[src/rtl/wr_fifo_burst_reader.sv]
// Read-side drain engine for the frame write FIFO: waits for a full burst of data,
// issues one address request, then streams the burst through a 2-entry skid buffer.
module wr_fifo_burst_reader #(
   parameter int c_DATA_WIDTH  = 32,
   parameter int c_LEVEL_WIDTH = 11,
   parameter int c_ADDR_WIDTH  = 28,
   parameter int c_BURST_LEN   = 16
) (
   input  logic                     rd_clk,
   input  logic                     rd_rst,
   input  logic                     enable,
   input  logic [c_ADDR_WIDTH-1:0]  cfg_base_addr,
   input  logic [c_ADDR_WIDTH-1:0]  cfg_frame_beats,
   output logic                     fifo_rd_en,
   input  logic [c_DATA_WIDTH-1:0]  fifo_rd_data,
   input  logic                     fifo_rd_empty,
   input  logic [c_LEVEL_WIDTH-1:0] fifo_rd_water_level,
   output logic [c_ADDR_WIDTH-1:0]  aw_addr,
   output logic [7:0]               aw_len,
   output logic                     aw_valid,
   input  logic                     aw_ready,
   output logic [c_DATA_WIDTH-1:0]  w_data,
   output logic                     w_valid,
   input  logic                     w_ready,
   output logic                     w_last,
   output logic                     busy,
   output logic                     frame_done
);

   localparam logic [c_ADDR_WIDTH-1:0]  c_BURST_BYTES = c_ADDR_WIDTH'(c_BURST_LEN * (c_DATA_WIDTH / 8));
   localparam logic [c_ADDR_WIDTH-1:0]  c_BURST_BEATS = c_ADDR_WIDTH'(c_BURST_LEN);
   localparam logic [c_LEVEL_WIDTH-1:0] c_LEVEL_MIN   = c_LEVEL_WIDTH'(c_BURST_LEN);
   localparam logic [7:0]               c_LAST_IDX    = 8'(c_BURST_LEN - 1);
   localparam logic [8:0]               c_READS       = 9'(c_BURST_LEN);

   typedef enum logic [1:0] {IDLE, WAIT_LEVEL, ADDR, DATA} state_t;

   state_t                    state, state_next;
   logic [c_ADDR_WIDTH-1:0]   addr;
   logic [c_ADDR_WIDTH-1:0]   remaining;
   logic [c_ADDR_WIDTH-1:0]   remaining_after;
   logic [8:0]                reads_left;
   logic [7:0]                beat_idx;
   logic                      inflight;
   logic [c_DATA_WIDTH-1:0]   skid_mem [0:1];
   logic                      skid_wr_ptr;
   logic                      skid_rd_ptr;
   logic [1:0]                skid_count;
   logic [2:0]                skid_occ;
   logic                      pop;
   logic                      last_beat;
   logic                      level_ok;
   logic                      frame_end;

   assign aw_len          = c_LAST_IDX;
   assign aw_addr         = addr;
   assign aw_valid        = (state == ADDR);
   assign busy            = (state != IDLE);
   assign w_valid         = (state == DATA) && (skid_count != 2'd0);
   assign w_data          = skid_mem[skid_rd_ptr];
   assign w_last          = w_valid && (beat_idx == c_LAST_IDX);
   assign pop             = w_valid & w_ready;
   assign last_beat       = pop & w_last;
   assign level_ok        = (fifo_rd_water_level >= c_LEVEL_MIN);
   assign remaining_after = remaining - c_BURST_BEATS;
   assign frame_end       = last_beat && (remaining_after == '0);

   // Counting the read already in flight keeps the two skid entries from ever overflowing.
   assign skid_occ   = {1'b0, skid_count} + {2'b00, inflight} - {2'b00, pop};
   assign fifo_rd_en = ((state == ADDR) || (state == DATA)) && (reads_left != 9'd0) &&
                       !fifo_rd_empty && (skid_occ < 3'd2);

   always_ff @(posedge rd_clk or posedge rd_rst) begin
      if (rd_rst) state <= IDLE;
      else        state <= state_next;
   end

   always_comb begin
      state_next = state;
      case (state)
         IDLE:       if (enable)    state_next = WAIT_LEVEL;
         WAIT_LEVEL: if (level_ok)  state_next = ADDR;
         ADDR:       if (aw_ready)  state_next = DATA;
         DATA:       if (last_beat) state_next = enable ? WAIT_LEVEL : IDLE;
         default:                   state_next = IDLE;
      endcase
   end

   // Frame bookkeeping: a finished frame with enable still high re-latches the config.
   always_ff @(posedge rd_clk or posedge rd_rst) begin
      if (rd_rst) begin
         addr       <= '0;
         remaining  <= '0;
         reads_left <= '0;
         beat_idx   <= '0;
         inflight   <= 1'b0;
         frame_done <= 1'b0;
      end else begin
         inflight   <= fifo_rd_en;
         frame_done <= frame_end;
         if (state == IDLE && enable) begin
            addr      <= cfg_base_addr;
            remaining <= cfg_frame_beats;
         end
         if (state == WAIT_LEVEL && level_ok) begin
            reads_left <= c_READS;
            beat_idx   <= '0;
         end else if (fifo_rd_en) begin
            reads_left <= reads_left - 9'd1;
         end
         if (pop) beat_idx <= beat_idx + 8'd1;
         if (last_beat) begin
            if (frame_end && enable) begin
               addr      <= cfg_base_addr;
               remaining <= cfg_frame_beats;
            end else begin
               addr      <= addr + c_BURST_BYTES;
               remaining <= remaining_after;
            end
         end
      end
   end

   always_ff @(posedge rd_clk or posedge rd_rst) begin
      if (rd_rst) begin
         skid_mem[0] <= '0;
         skid_mem[1] <= '0;
         skid_wr_ptr <= 1'b0;
         skid_rd_ptr <= 1'b0;
         skid_count  <= 2'd0;
      end else begin
         if (inflight) begin
            skid_mem[skid_wr_ptr] <= fifo_rd_data;
            skid_wr_ptr           <= ~skid_wr_ptr;
         end
         if (pop) skid_rd_ptr <= ~skid_rd_ptr;
         skid_count <= skid_occ[1:0];
      end
   end

endmodule
[config.mk]
export PLATFORM = sky130hd
export DESIGN_NAME = wr_fifo_burst_reader
export DESIGN_NICKNAME = d
export VERILOG_FILES = /design/src/rtl/wr_fifo_burst_reader.sv
export SDC_FILE = /design/constraint.sdc
export NUM_CORES = 1
export LEC_CHECK = 0
export ABC_AREA = 0
export ABC_CLOCK_PERIOD_IN_PS = 8900
export BUFFER_PORTS_ARGS = -buffer_cell sky130_fd_sc_hd__buf_2
export CORE_MARGIN = 3
export CORE_UTILIZATION = 50
export DETAILED_ROUTE_END_ITERATION = 7
export HOLD_SLACK_MARGIN = 0.08
export PLACE_DENSITY = 0.72
export SLEW_MARGIN = 20
export SYNTH_ARGS = -nofsm -noshare
export SYNTH_HDL_FRONTEND = slang
export SYNTH_SLANG_ARGS = --single-unit
[constraint.sdc]
create_clock -name rd_clk -period 8.9 [get_ports rd_clk]
set_clock_uncertainty 0.15 [all_clocks]
set_input_delay 0 -clock rd_clk [delete_from_list [all_inputs] [get_ports rd_clk]]
set_output_delay 0 -clock rd_clk [all_outputs]
set_load 0.01 [all_outputs]
==> impl_metrics.tcl <==
set metrics [dict create \
    outcome "finished, final reports clean" \
    placementRows 45 \
    vias 6723 \
    max_clock_freq_ghz 0.210 \
    yosys-top-cells-count "dfrtp_1 (145), mux2_2 (104), nand2_1 (55)" \
    drtIter0Drc 422 \
    fin_crit_sh_pct 53.4 \
    peakVddDrop_uv 183 \
    ff2ff_path_depth 12 \
    clock_power_share_pct 21.5 \
    wl_per_cell_um 16.7 \
    synth.avg_cell_area_sq_um 10.6 \
    hp-class "in2async" \
    synthSimpleGateAreaFrac_pct 15.9 \
    power.leakage_nw 4.58 \
    p_per_area_mw_per_mm2 311 \
    io_pins 179 \
    finalHoldViolCount 0 \
    synth_area_leaders "dfrtp_1 (46%), mux2_2 (15%), nand2_1 (2.6%)" \
    fin_nets 1104 \
    synth_top_area_cell "dfrtp_1" \
    rsz0062_at_grt "false" \
    worst-path-max-fanout 37 \
    start_util_pct 51.4 \
    ys_ff_latch 145 \
    track_usage_pct 23.4 \
    synth_compound_area_share_pct 11.8 \
    fin_ws_ps 4150 \
    setup-tns-final_ps 0 \
    final_cells 1210 \
    worst_pin_slew_ps 973 \
    worst-r2r-setup-slack_ps 4150 \
    postRouteAntennaNets 0 \
    post_cts_resized 0 \
    htree_levels 4 \
    min_period_ps 4750 \
    place.gp.congestion 0.870 \
    crit_end "remaining[16]" \
    synthArstFlopShare_pct 100 \
    grt_pass1_vias 6650 \
    synth_top_area_share_pct 46.2 \
    synthCells 737 \
    cp-startpoint "remaining[4]" \
    cts_tree "yes" \
    synth_top_family_by_area "multiplexers" \
    drt_pass1_iterations 5 \
    synthMuxAreaShare_pct 17.2 \
    slowest_delay_ps 540 \
    die_w_um 131 \
    antenna_found_initial 0 \
    p_seq_share_pct 38.4 \
    synth_cell_types 69 \
    path_class "reg2reg" \
    post_drt_via_cell_ratio 5.56 \
    drc 0 \
    diodes 0 \
    synth-main-ff-cell "dfrtp_1" \
    swShare_pct 37.1 \
    cp-end-kind "flop" \
    fillerInstances 1167 \
    multiInputGateArea_sq_mm 0.00387 \
    yosys.area_share.xor_xnor_pct 1.79 \
    dpl.hpwl_um 12700 \
    drive_gt1_share_pct 33.6 \
    cts-root-buf "clkbuf_16" \
    cts.path.max_buffers 2 \
    dp_cells 1082 \
    p_comb_share_pct 40.1 \
    post_cts_buffers 0 \
    report.final.slew_viol_count 0 \
    final-seq-area_sq_mm 0.00363 \
    grt_pass1_wl_um 33700 \
    p_switching_mw 1.19 \
    port_buffers 166 \
    crit_chain "inv_1 -> ha_1 -> or4b_4 -> nor4_1 -> xnor2_1 -> nand4_1 -> nor4b_4 -> a31o_2 -> buf_4 -> a21oi_1 -> a211o_1 -> dlygate4sd3_1" \
    overflow 0 \
    setup_violations 0 \
    cts_hold_buffers 96 \
    cts_num_sinks 145 \
    maxSlewHeadroom_pct 35.1 \
    slowest_stage "nor4_1" \
    yosys_warnings 0 \
    arrival_ps 4900 \
    synth_adder_area_share_pct 2.17 \
    drt-total-wl_um 20300 \
    place_ws_ps 4610 \
    coreArea_sq_mm 0.0153 \
    yosysMostFrequentCell "dfrtp_1" \
    crit_path_start_kind "flop" \
    cp.required_ps 9050 \
    r2r_end "remaining[16]" \
    rr_startpoint "remaining[4]" \
    grt_max_degree 78 \
    syn-cell-area_sq_mm 0.00785 \
    clk_latency_ps 420 \
    die_h_um 131 \
    syn_to_final_growth_pct 31.5 \
    finalCoreUtilization_pct 67.6 \
    internal-power_mw 2.02 \
    fp.dieArea_sq_mm 0.0172 \
    yosysSeqAreaShare_pct 46.2 \
    clkTransAtPathRegs_ps 70 \
    cts_made_buffers 17 \
    drv_cap 0 \
    synth_edf_count 0 \
]
==> worst max-delay path, delay by kind of cell, from the launching register on <==
kind,cells,cell delay (ps)
AND/OR/NAND/NOR,4,1620
buffers and inverters,3,1060
AO/OA/AOI/OAI,3,820
flip-flops,1,440
adder cells (fa/ha/maj),1,330
XOR/XNOR,1,200
==> area by class of cell <==
class                           count  area share, %
Multi-Input combinational cell    519           37.5
Clock inverter                     15           1.42
Tap cell                          211           2.56
Sequential cell                   145           35.2
Inverter                           33           1.25
Timing Repair Buffer              270           17.9
Clock buffer                       17           4.12
==> logic make-up (layout without fill, tap and decap cells) <==
kind of cell	count (synthesis)	in the layout
AOI/OAI and AO/OA	131	131
xor gates and xnor gates	16	16
adders and majority gates	13	13
buffers and inverters	79	335
DFF	145	145
muxes	121	121
other	2	8
and+or+nand+nor	230	230
==> cells in the final DEF, fill, tap and decap left out, drive strengths merged, types with 6 or more instances in the layout <==
master	n
o21ai	35
inv	42
and3	12
xor2	6
a21oi	19
nand4	14
dfrtp	145
a211oi	6
ha	12
nand2b	8
nor4	20
a221o	12
conb	8
a22oi	11
nor4b	7
nor2b	6
xnor2	10
clkbuf	17
nor2	35
buf	174
nand3	22
mux2	108
dlygate4sd3	96
nand2	55
nor3	25
mux2i	13
or2	6
==> how the worst min path moves through the flow <==
stage | startpoint | endpoint | slack [ps] | depth (start not counted)
floorplan | cfg_frame_beats[9] | remaining[9] | -30 | 1
global placement | rd_rst | skid_mem[49] | -9 | 2
detailed placement | rd_rst | skid_mem[49] | -9 | 2
CTS | rd_rst | skid_mem[49] | 90 | 3
global route | rd_rst | skid_mem[49] | 140 | 3
finish | rd_rst | skid_mem[17] | 80 | 3
==> registers in the layout, summed over array words and instances (netlist names) <==
name,count
state,2
reads_left,9
skid_rd_ptr,1
skid_count,2
aw_addr,28
beat_idx,8
remaining,28
skid_mem,64
inflight,1
frame_done,1
skid_wr_ptr,1
==> per-stage QoR <==
| step | total power, mW | hold slack, ps | instance area, sq um |
|---|---|---|---|
| detailed placement | 2.46 | -8.99 | 8790 |
| floorplan | 2.06 | -25.6 | 7870 |
| CTS | 3.20 | 91.8 | 10300 |
| global placement | 2.42 | -8.89 | 8790 |
| finish | 3.21 | 75.1 | 10300 |
| global route | 3.42 | 139 | 10300 |
==> power by group through the flow <==
stage / clock, mW / combinational, mW / sequential [mW]
2_1_floorplan: 0 / 0.888 / 1.17
6_report: 0.693 / 1.29 / 1.23
3_3_place_gp: 0 / 1.20 / 1.22
4_1_cts: 0.704 / 1.28 / 1.22
3_5_place_dp: 0 / 1.22 / 1.23
5_1_grt: 0.732 / 1.41 / 1.28
==> routing by layer <==
layer	share of wire (%)	vias to the layer above	routed length (um)	track usage [%]
met3	4.3	43	880	3.75
met4	2.3	0	459	8.28
met2	49	214	9840	38.7
met5	0	-	0	0
met1	45	3260	9080	31.5
li1	-	3206	-	-
Power figures use the tool's default switching activity.
